===== src/rtl/ps2_kbd_ascii_if.sv =====
// PS/2 keyboard front-end bus: raw PS/2 pins in, decoded key information out.
// No latency of its own; pure signal bundle.
// No backpressure: outputs are level/pulse signals sampled by the consumer.
interface ps2_kbd_ascii_if;
  logic       ps2_clk;
  logic       ps2_data;
  logic [7:0] ascii;
  logic [1:0] state;
  logic [7:0] key_count;
  logic       caps_led;
  logic       parity_err;

  // Keyboard/stimulus side: drives the PS/2 pins, observes decoded outputs.
  modport master (
    output ps2_clk, ps2_data,
    input  ascii, state, key_count, caps_led, parity_err
  );

  // Decoder side: samples the PS/2 pins, drives decoded outputs.
  modport slave (
    input  ps2_clk, ps2_data,
    output ascii, state, key_count, caps_led, parity_err
  );
endinterface


===== src/rtl/ps2_kbd_ascii.sv =====
// PS/2 keyboard receiver + scan-code decoder producing ASCII of the held key.
// Latency: outputs update 4 clk after a raw ps2_clk fall (2 sync, history/receive, decode).
// No backpressure: one code per frame, processed the cycle after it is received.
module ps2_kbd_ascii #(
  parameter int TIMEOUT = 50000
) (
  input logic           clk,
  input logic           clrn,
  ps2_kbd_ascii_if.slave bus
);

  localparam int CW = $clog2(TIMEOUT + 1);
  localparam logic [CW-1:0] TO_LAST = CW'(TIMEOUT - 1);

  localparam logic [7:0] CODE_BRK   = 8'hF0;
  localparam logic [7:0] CODE_EXT   = 8'hE0;
  localparam logic [7:0] CODE_CAPS  = 8'h58;
  localparam logic [7:0] CODE_LSHFT = 8'h12;
  localparam logic [7:0] CODE_RSHFT = 8'h59;

  typedef enum logic [1:0] {NORMAL, BREAK, EXT, EXT_BREAK} dec_t;

  // ---------------- synchroniser ----------------
  logic clk_s1, clk_s2, clk_hist;
  logic dat_s1, dat_s2;
  logic fall;

  // Two-flop synchronisers on both pins plus one history flop for edge detect.
  always_ff @(posedge clk) begin
    if (!clrn) begin
      clk_s1   <= 1'b0;
      clk_s2   <= 1'b0;
      clk_hist <= 1'b0;
      dat_s1   <= 1'b0;
      dat_s2   <= 1'b0;
    end else begin
      clk_s1   <= bus.ps2_clk;
      clk_s2   <= clk_s1;
      clk_hist <= clk_s2;
      dat_s1   <= bus.ps2_data;
      dat_s2   <= dat_s1;
    end
  end

  assign fall = clk_hist & ~clk_s2;

  // ---------------- frame receiver ----------------
  logic [3:0]    bitcnt;
  logic [9:0]    bits;
  logic [CW-1:0] idle;
  logic          code_vld;
  logic          frame_err;
  logic [7:0]    code;

  // Collect 11 bits; on the last one check start/stop/odd parity. A stalled
  // partial frame is dropped silently after TIMEOUT idle cycles; an edge in
  // the same cycle takes priority over the timeout.
  always_ff @(posedge clk) begin
    if (!clrn) begin
      bitcnt    <= 4'd0;
      bits      <= '0;
      idle      <= '0;
      code_vld  <= 1'b0;
      frame_err <= 1'b0;
      code      <= 8'h00;
    end else begin
      code_vld  <= 1'b0;
      frame_err <= 1'b0;
      if (fall) begin
        idle <= '0;
        if (bitcnt == 4'd10) begin
          bitcnt <= 4'd0;
          if (!bits[0] && dat_s2 && (^bits[9:1])) begin
            code_vld <= 1'b1;
            code     <= bits[8:1];
          end else begin
            frame_err <= 1'b1;
          end
        end else begin
          bits[bitcnt] <= dat_s2;
          bitcnt       <= bitcnt + 4'd1;
        end
      end else if (bitcnt != 4'd0) begin
        if (idle == TO_LAST) begin
          bitcnt <= 4'd0;
          idle   <= '0;
        end else begin
          idle <= idle + 1'b1;
        end
      end
    end
  end

  // ---------------- scan-code map ----------------
  function automatic logic [7:0] key_map(input logic [7:0] c, input logic upper);
    logic [7:0] r;
    logic       letter;
    logic [4:0] idx;
    r      = 8'h00;
    letter = 1'b1;
    idx    = 5'd0;
    case (c)
      8'h1C: idx = 5'd0;   8'h32: idx = 5'd1;   8'h21: idx = 5'd2;
      8'h23: idx = 5'd3;   8'h24: idx = 5'd4;   8'h2B: idx = 5'd5;
      8'h34: idx = 5'd6;   8'h33: idx = 5'd7;   8'h43: idx = 5'd8;
      8'h3B: idx = 5'd9;   8'h42: idx = 5'd10;  8'h4B: idx = 5'd11;
      8'h3A: idx = 5'd12;  8'h31: idx = 5'd13;  8'h44: idx = 5'd14;
      8'h4D: idx = 5'd15;  8'h15: idx = 5'd16;  8'h2D: idx = 5'd17;
      8'h1B: idx = 5'd18;  8'h2C: idx = 5'd19;  8'h3C: idx = 5'd20;
      8'h2A: idx = 5'd21;  8'h1D: idx = 5'd22;  8'h22: idx = 5'd23;
      8'h35: idx = 5'd24;  8'h1A: idx = 5'd25;
      default: letter = 1'b0;
    endcase
    if (letter) begin
      r = (upper ? 8'h41 : 8'h61) + {3'b000, idx};
    end else begin
      case (c)
        8'h45: r = 8'h30;  8'h16: r = 8'h31;  8'h1E: r = 8'h32;
        8'h26: r = 8'h33;  8'h25: r = 8'h34;  8'h2E: r = 8'h35;
        8'h36: r = 8'h36;  8'h3D: r = 8'h37;  8'h3E: r = 8'h38;
        8'h46: r = 8'h39;
        8'h29: r = 8'h20;  8'h5A: r = 8'h0D;  8'h66: r = 8'h08;
        default: r = 8'h00;
      endcase
    end
    return r;
  endfunction

  // ---------------- decoder ----------------
  dec_t       dec, dec_nxt;
  logic [7:0] ascii_r, ascii_nxt;
  logic [1:0] st_r, st_nxt;
  logic [7:0] cnt_r, cnt_nxt;
  logic       caps_r, caps_nxt;
  logic       shift_r, shift_nxt;
  logic [7:0] last_r, last_nxt;
  logic       perr_r, perr_nxt;
  logic       is_shift;

  // Decoder state and output registers.
  always_ff @(posedge clk) begin
    if (!clrn) begin
      dec     <= NORMAL;
      ascii_r <= 8'h00;
      st_r    <= 2'b00;
      cnt_r   <= 8'h00;
      caps_r  <= 1'b0;
      shift_r <= 1'b0;
      last_r  <= 8'h00;
      perr_r  <= 1'b0;
    end else begin
      dec     <= dec_nxt;
      ascii_r <= ascii_nxt;
      st_r    <= st_nxt;
      cnt_r   <= cnt_nxt;
      caps_r  <= caps_nxt;
      shift_r <= shift_nxt;
      last_r  <= last_nxt;
      perr_r  <= perr_nxt;
    end
  end

  assign is_shift = (code == CODE_LSHFT) || (code == CODE_RSHFT);

  // Prefix tracking plus make/break handling; release state 10 decays to 00.
  always_comb begin
    dec_nxt   = dec;
    ascii_nxt = ascii_r;
    st_nxt    = (st_r == 2'b10) ? 2'b00 : st_r;
    cnt_nxt   = cnt_r;
    caps_nxt  = caps_r;
    shift_nxt = shift_r;
    last_nxt  = last_r;
    perr_nxt  = frame_err;
    if (code_vld) begin
      case (dec)
        NORMAL: begin
          if (code == CODE_BRK) begin
            dec_nxt = BREAK;
          end else if (code == CODE_EXT) begin
            dec_nxt = EXT;
          end else if (is_shift) begin
            shift_nxt = 1'b1;
          end else if (code == CODE_CAPS) begin
            if (last_r != CODE_CAPS) caps_nxt = ~caps_r;
            last_nxt = CODE_CAPS;
          end else if (!(code == last_r && st_r == 2'b01)) begin
            last_nxt  = code;
            ascii_nxt = key_map(code, shift_r ^ caps_r);
            st_nxt    = 2'b01;
            cnt_nxt   = cnt_r + 8'd1;
          end
        end
        EXT:       dec_nxt = (code == CODE_BRK) ? EXT_BREAK : NORMAL;
        EXT_BREAK: dec_nxt = NORMAL;
        BREAK: begin
          dec_nxt = NORMAL;
          if (is_shift) begin
            shift_nxt = 1'b0;
          end else if (code == last_r && st_r == 2'b01) begin
            st_nxt   = 2'b10;
            last_nxt = 8'h00;
          end else if (code == CODE_CAPS) begin
            last_nxt = 8'h00;
          end
        end
      endcase
    end
  end

  assign bus.ascii      = ascii_r;
  assign bus.state      = st_r;
  assign bus.key_count  = cnt_r;
  assign bus.caps_led   = caps_r;
  assign bus.parity_err = perr_r;

endmodule


===== src/flat_wrapper.sv =====
// flat-port wrapper written by rule: the top's interface ports become plain ports
module ps2_kbd_ascii_flat 
#(
  parameter int TIMEOUT = 50000
)
  (clk, clrn, bus_ps2_clk, bus_ps2_data, bus_ascii, bus_state, bus_key_count, bus_caps_led, bus_parity_err);
  ps2_kbd_ascii_if bus_i ();
  input logic clk;
  input logic clrn;
  input wire logic [$bits(bus_i.ps2_clk)-1:0] bus_ps2_clk;
  input wire logic [$bits(bus_i.ps2_data)-1:0] bus_ps2_data;
  output wire logic [$bits(bus_i.ascii)-1:0] bus_ascii;
  output wire logic [$bits(bus_i.state)-1:0] bus_state;
  output wire logic [$bits(bus_i.key_count)-1:0] bus_key_count;
  output wire logic [$bits(bus_i.caps_led)-1:0] bus_caps_led;
  output wire logic [$bits(bus_i.parity_err)-1:0] bus_parity_err;
  assign bus_i.ps2_clk = bus_ps2_clk;
  assign bus_i.ps2_data = bus_ps2_data;
  assign bus_ascii = bus_i.ascii;
  assign bus_state = bus_i.state;
  assign bus_key_count = bus_i.key_count;
  assign bus_caps_led = bus_i.caps_led;
  assign bus_parity_err = bus_i.parity_err;
  ps2_kbd_ascii #(.TIMEOUT(TIMEOUT)) u_core (.clk(clk), .clrn(clrn), .bus(bus_i));
endmodule

===== config.mk =====
export PLATFORM = sky130hd
export DESIGN_NAME = ps2_kbd_ascii_flat
export DESIGN_NICKNAME = d
export VERILOG_FILES = /design/src/rtl/ps2_kbd_ascii_if.sv /design/src/rtl/ps2_kbd_ascii.sv /design/src/flat_wrapper.sv
export SDC_FILE = /design/constraint.sdc
export NUM_CORES = 1
export LEC_CHECK = 0
export CORE_ASPECT_RATIO = 0.8
export CORE_MARGIN = 2
export CORE_UTILIZATION = 50
export CTS_CLUSTER_SIZE = 8
export DETAILED_ROUTE_END_ITERATION = 10
export PLACE_DENSITY = 0.71
export SYNTH_ARGS = -nofsm -noshare
export SYNTH_HDL_FRONTEND = slang
export SYNTH_SLANG_ARGS = --single-unit

===== constraint.sdc =====
create_clock -name clk -period 2.4 [get_ports clk]
set_input_delay 0.6 -clock clk [delete_from_list [all_inputs] [get_ports clk]]
set_output_delay 0.6 -clock clk [all_outputs]
set_load 0.05 [all_outputs]

==> results.py, run 1 <==
metrics = {
    "sta": {
        "setup_ws_ns": 0.0911,
        "period_minus_slack_ns": 2.31,
        "fmax_ghz": 0.433,
        "rsz0062_at_grt": "yes",
        "worst_slew_margin_rel_pct": 46.5,
        "hold_viol": 0,
        "fin_skew_ns": 0.0167,
        "finalSetupViolCount": 0,
        "final.setup.tns_ns": 0,
        "tightest_slew_ns": 0.798,
        "finalCritPeriodShare_pct": 96.2,
        "drv_slew": 0,
        "hold-worst-slack_ns": 0.437,
    },
    "global_route": {
        "grt_pass1_wl_um": 17000,
        "antenna_found_initial": 0,
        "grt.total_usage_pct": 22.9,
        "grt_pass1_vias": 3418,
        "grt_max_degree": 37,
        "overflow": 0,
    },
    "placement": {
        "dp_hpwl_um": 7470,
        "pre_cts_ws_ns": 0.0269,
        "placed_area_um2": 4820,
        "dp_cells": 642,
        "routabilityCongestion": 0.909,
        "io_buffers": 23,
    },
    "logic_synthesis": {
        "synth-seq-cells": 76,
        "syn_avg_cell_area_um2": 8.63,
        "syn_area_um2": 4330,
        "synth_edf_count": 0,
        "synth_flop_cell": "dfxtp_1",
        "yosysTopAreaCell": "dfxtp_1",
        "synth_nets": 509,
        "synthCells": 502,
        "synth_cell_types": 75,
        "synthTopCellsByArea": "dfxtp_1 35%, xnor2_1 5.1%, nand2_1 4.2%",
        "synth_top_area_share_pct": 35.1,
        "yosys_warnings": 0,
        "yosysSeqAreaShare_pct": 35.1,
        "async_flop_share_pct": 0,
    },
    "routing": {
        "remaining_drc_errors": 0,
        "wire_per_inst_um": 16.0,
        "vias": 3847,
        "routed_wl_um": 10600,
        "firstDrtPassIters": 5,
        "postRouteAntennaNets": 0,
        "vias_per_cell": 5.84,
        "drtIter0Drc": 340,
    },
    "cts": {
        "clk_pin_slew_ns": 0.09,
        "clock_tree.buffer_depth": 2,
        "cts.sinks": 76,
        "cts_root_buffer": "clkbuf_8",
        "clk_latency_ns": 0.35,
        "numCtsBuffers": 9,
        "cts_tree": "yes",
        "htreeDepth": 3,
    },
    "setup_path": {
        "r2r-start": "u_core.code[0]",
        "cp_data_arrival_time_ns": 2.60,
        "critPathCaptureType": "register",
        "critical_path_required_ns": 2.69,
        "critical_path_class": "register to register",
        "cp-startpoint": "u_core.code[0]",
        "cp-start-kind": "register",
        "crit_fanout": 12,
    },
    "power": {
        "peakVddDrop_mv": 0.364,
        "power.total_mw": 2.29,
        "p_leak_nw": 1.89,
        "power.density_nw_per_um2": 449,
    },
    "floorplan": {
        "rows": 30,
        "coreArea_um2": 8450,
        "floorplan.die_area_um2": 9430,
        "die_y_um": 87.2,
        "die_w_um": 108,
        "start_util_pct": 51.3,
        "boundaryPins": 24,
    },
    "layout": {
        "utilization_pct": 60.3,
        "fillers": 744,
        "antenna-diode-count": 0,
        "area_growth_pct": 17.7,
        "layout_common_cells": "71 x dfxtp_1, 49 x nand2_1, 47 x nor2_1",
        "final_cells": 659,
        "fin_nets": 549,
        "drive_gt1_share_pct": 17.2,
        "layout_commonest_cell": "dfxtp_1",
        "fin_area_um2": 5100,
    },
    "run_status": {
        "status": "completed",
    },
    "flow_run": {
        "maxCapViolCount": 0,
    },
    "hold_path": {
        "hold_start": "u_core.clk_s1",
        "hold_class": "register to register",
    },
}
## what timing repair did
action                     4_1_cts  5_1_grt
gates resized for setup          0       21
setup endpoints to repair        0       17
hold buffers                     0        0
setup buffers                    0        1
## worst max-delay path, stage by stage, from the launching register on
cell and delay [ns]:
dfxtp_1 0.48, buf_4 0.25, nor4b_1 0.07, buf_4 0.14
nand2_1 0.11, and4_4 0.26, nand3_2 0.22, or4_1 0.56
a21oi_1 0.16
## synth_stat cells, types with 6 or more instances
cell       n
buf_2     14
a21oi_1   19
o21ai_1    9
a211oi_1   6
nor3_1     9
a22o_1     8
a31oi_1    8
mux2i_1   14
nand2_1   49
xnor2_1   25
clkbuf_1   9
nor2_1    47
inv_1      6
nor2b_1   14
dfxtp_1   76
nand3_1   27
and3_1     6
nand2b_1  11
nand4_1   13
and2_1     8
o21ai_0   15
xor2_1    11
## layout make-up
cell class	instances	area [µm²]	area share [%]
Inverter	6	22.5	0.442
Multi-Input combinational cell	383	2640	51.9
Clock inverter	6	63.8	1.25
Timing Repair Buffer	66	569	11.2
Clock buffer	10	128	2.50
Tap cell	112	140	2.75
Sequential cell	76	1530	30.0
## registers in the layout, indices dropped and copies added, names as in the netlist, 2 cells and up
| signal | cells |
|---|---|
| u_core.bus.ascii | 8 |
| u_core.bits | 10 |
| u_core.last_r | 8 |
| u_core.bitcnt | 4 |
| u_core.bus.key_count | 8 |
| u_core.dec | 2 |
| u_core.idle | 16 |
| u_core.code | 8 |
| u_core.bus.state | 2 |
## kinds of logic after synthesis
| logic type | Yosys count | synth area share [%] |
|---|---|---|
| xor gates and xnor gates | 37 | 7.80 |
| muxes | 16 | 3.76 |
| and+or+nand+nor | 233 | 30.9 |
| AOI/OAI and AO/OA | 94 | 16.1 |
| DFF | 76 | 35.1 |
| buffers and inverters | 43 | 5.43 |
| adders and majority gates | 3 | 0.867 |
## worst paths after layout
check,end,slack [ns],cells after the start
max,u_core.bus.key_count[5],0.09,8
min,u_core.clk_s2,0.44,1
max reg2reg,u_core.bus.key_count[5],0.09,8
min reg2reg,u_core.clk_s2,0.44,1
## layer usage
metal  global-route usage (%)  wire, µm  vias to the layer above
met5                        0         0                        -
met4                     6.76        80                        0
met3                     5.68       678                        8
met2                     31.3      4440                      114
met1                     35.1      5360                     1837
li1                         -         -                     1888
## where the power goes
group | internal [mW] | switching, mW | leakage, nW | total [mW]
sequential | 1.26 | 0.00500 | 0.616 | 1.27
clock | 0.481 | 0.485 | 0.0927 | 0.966
combinational | 0.0187 | 0.0346 | 1.18 | 0.0533
total | 1.76 | 0.525 | 1.89 | 2.29
(Power assumes the default switching activity.)
==> inputs of run 2 (changes only) <==
- CORE_ASPECT_RATIO: 0.8 -> 2
==> run 2 against run 1 <==
Effect of this change: sequential cell count unchanged; clock skew is 0.0092 ns lower; first-iteration DRC count is 49% lower; maximum frequency rose by 0.11%; sequential power barely moved; cell count decreased by 1.5%; total power up 21%; count of clock-buffer cells in the layout shrank 1; critical endpoint is now u_core.bus.ascii[4]; largest cell class unchanged; largest power group is now the clock network.
==> results.py, run 2 (same netlist as run 1, synthesis figures left out) <==
metrics = {
    "routing": {
        "vias": 3889,
        "route.met2.wl_um": 6520,
        "remaining_drc_errors": 0,
        "wire_per_inst_um": 17.7,
        "vias_per_cell": 5.99,
        "top_layer": "met4",
        "drtIter0Drc": 172,
        "routed_wl_um": 11500,
        "route.met3.wl_um": 275,
        "postRouteAntennaNets": 0,
        "drt-met1-wl_um": 4090,
        "firstDrtPassIters": 6,
    },
    "floorplan": {
        "floorplan.die_area_um2": 9470,
        "start_util_pct": 50.8,
        "die_w_um": 69.8,
        "die_y_um": 136,
        "rows": 48,
        "boundaryPins": 24,
        "coreArea_um2": 8530,
    },
    "run_status": {
        "status": "completed",
    },
    "sta": {
        "rsz0062_at_grt": "yes",
        "hold_viol": 0,
        "fin_skew_ns": 0.00747,
        "drv_slew": 0,
        "finalCritPeriodShare_pct": 96.1,
        "worst_slew_margin_rel_pct": 62.3,
        "finalSetupViolCount": 0,
        "period_minus_slack_ns": 2.31,
        "tightest_slew_ns": 0.558,
        "fmax_ghz": 0.434,
    },
    "setup_path": {
        "cp-start-kind": "register",
        "slowest_delay_ns": 0.44,
        "critical_path_class": "register to register",
        "r2r-start": "u_core.code[2]",
        "critical_path_required_ns": 2.64,
        "cp_data_arrival_time_ns": 2.55,
        "reg2regPathDepth": 10,
        "critPathCaptureType": "register",
        "cp_cell_sequence": "buf_4 > xor2_1 > nand3_1 > a311oi_2 > or2_2 > ha_1 > inv_1 > a31oi_1 > a211oi_2 > a2111oi_2",
        "r2r_end": "u_core.bus.ascii[4]",
        "crit_fanout": 3,
        "r2r_slack_ns": 0.09,
        "cp_slowest_cell": "dfxtp_1",
    },
    "layout": {
        "regMostFlops": "u_core.idle",
        "layout_common_cells": "71 x dfxtp_1, 49 x nand2_1, 47 x nor2_1",
        "drive_gt1_share_pct": 17.1,
        "fillers": 724,
        "final_cells": 649,
        "antenna-diode-count": 0,
        "area_growth_pct": 20.4,
        "utilization_pct": 61.1,
        "fin_nets": 551,
        "layout_commonest_cell": "dfxtp_1",
        "reg_top3": "u_core.idle x16, u_core.bits x10",
        "largest_reg_flops": 16,
    },
    "placement": {
        "dp_hpwl_um": 8550,
        "routabilityCongestion": 0.963,
        "io_buffers": 23,
        "dp_cells": 632,
    },
    "global_route": {
        "grt_pass1_wl_um": 18900,
        "grt_pass1_vias": 3924,
        "overflow": 0,
        "grt_max_degree": 36,
        "antenna_found_initial": 0,
        "grt.total_usage_pct": 25.3,
    },
    "cts": {
        "clk_latency_ns": 0.34,
        "clk_pin_slew_ns": 0.06,
        "cts_root_buffer": "clkbuf_16",
        "cts_hold_buf": 0,
        "numCtsBuffers": 9,
        "htreeDepth": 3,
        "cts.sinks": 76,
        "clock_tree.buffer_depth": 2,
        "cts_tree": "yes",
    },
    "power": {
        "power.density_nw_per_um2": 532,
        "power.total_mw": 2.77,
        "peakVddDrop_mv": 0.539,
        "p_leak_nw": 1.97,
    },
    "flow_run": {
        "maxCapViolCount": 0,
    },
    "hold_path": {
        "min_to": "u_core.clk_s2",
        "hold_class": "register to register",
        "hold_start": "u_core.clk_s1",
        "hold_depth": 1,
    },
}
[run 2: changes by cell type in the layout (fill, tap and decap cells not counted), sizes merged]
cell / previous run / this run
clkbuf: 10 / 9
clkinv: 2 / 3
bufinv: 1 / 2
clkinvlp: 2 / 0
buf: 43 / 45
inv: 7 / 8
[run 2: layer usage]
metal,GRT usage [%],up-vias
met1,24.3,1858
met4,16.9,0
met2,48.0,89
met3,4.32,43
met5,0,-
li1,-,1899
[run 2: what timing repair did]
item,4_1_cts,5_1_grt
setup buffers,0,1
gates resized for setup,2,10
pin swaps,0,1
cloned,0,0
endpoints found under the setup margin,2,12
[run 2: critical path: cells and delay by family (launching register included)]
kind	cells	cell delay (ns)
adder cells (fa/ha/maj)	1	0.18
AND/OR/NAND/NOR	2	0.32
flip-flops	1	0.44
buffers and inverters	2	0.21
AO/OA/AOI/OAI	4	0.87
XOR/XNOR	1	0.20
[run 2: cell type report]
| class | instances | area (µm²) | share of cell area (%) |
|---|---|---|---|
| multi-input combinational | 383 | 2610 | 50.1 |
| sequential | 76 | 1530 | 29.3 |
| clock buffer | 9 | 225 | 4.32 |
| tap | 100 | 125 | 2.40 |
| inverter | 6 | 22.5 | 0.432 |
| timing repair buffer | 68 | 606 | 11.6 |
| clock inverter | 7 | 96.3 | 1.85 |
[run 2: per-stage QoR]
step / instance area [µm²] / hold slack, ns / setup WS [ns] / TNS, ns
after global routing: 5210 / 0.452 / -0.0604 / -0.0627
after detailed placement: 4840 / 0.425 / -0.00485 / -0.00485
after CTS: 5160 / 0.442 / 0.0287 / 0
after floorplan: 4330 / 0.412 / 0.167 / 0
after global placement: 4840 / 0.421 / 0.0253 / 0
final: 5210 / 0.440 / 0.0936 / 0
[run 2: worst max-delay path by stage]
stage	slack, ns	endpoint	startpoint	cells after the start
2_1_floorplan	0.17	u_core.bus.ascii[4]	u_core.code[7]	10
3_3_place_gp	0.03	u_core.bus.ascii[4]	u_core.code[5]	9
3_5_place_dp	-0.005	u_core.bus.ascii[4]	u_core.code[6]	9
4_1_cts	0.03	u_core.bus.ascii[4]	u_core.code[4]	9
5_1_grt	-0.06	u_core.bus.ascii[4]	u_core.code[5]	9
6_report	0.09	u_core.bus.ascii[4]	u_core.code[2]	10
[run 2: power breakdown]
| group | switching (mW) | internal [mW] |
|---|---|---|
| combinational | 0.0394 | 0.0197 |
| clock | 0.532 | 0.915 |
| sequential | 0.00255 | 1.27 |
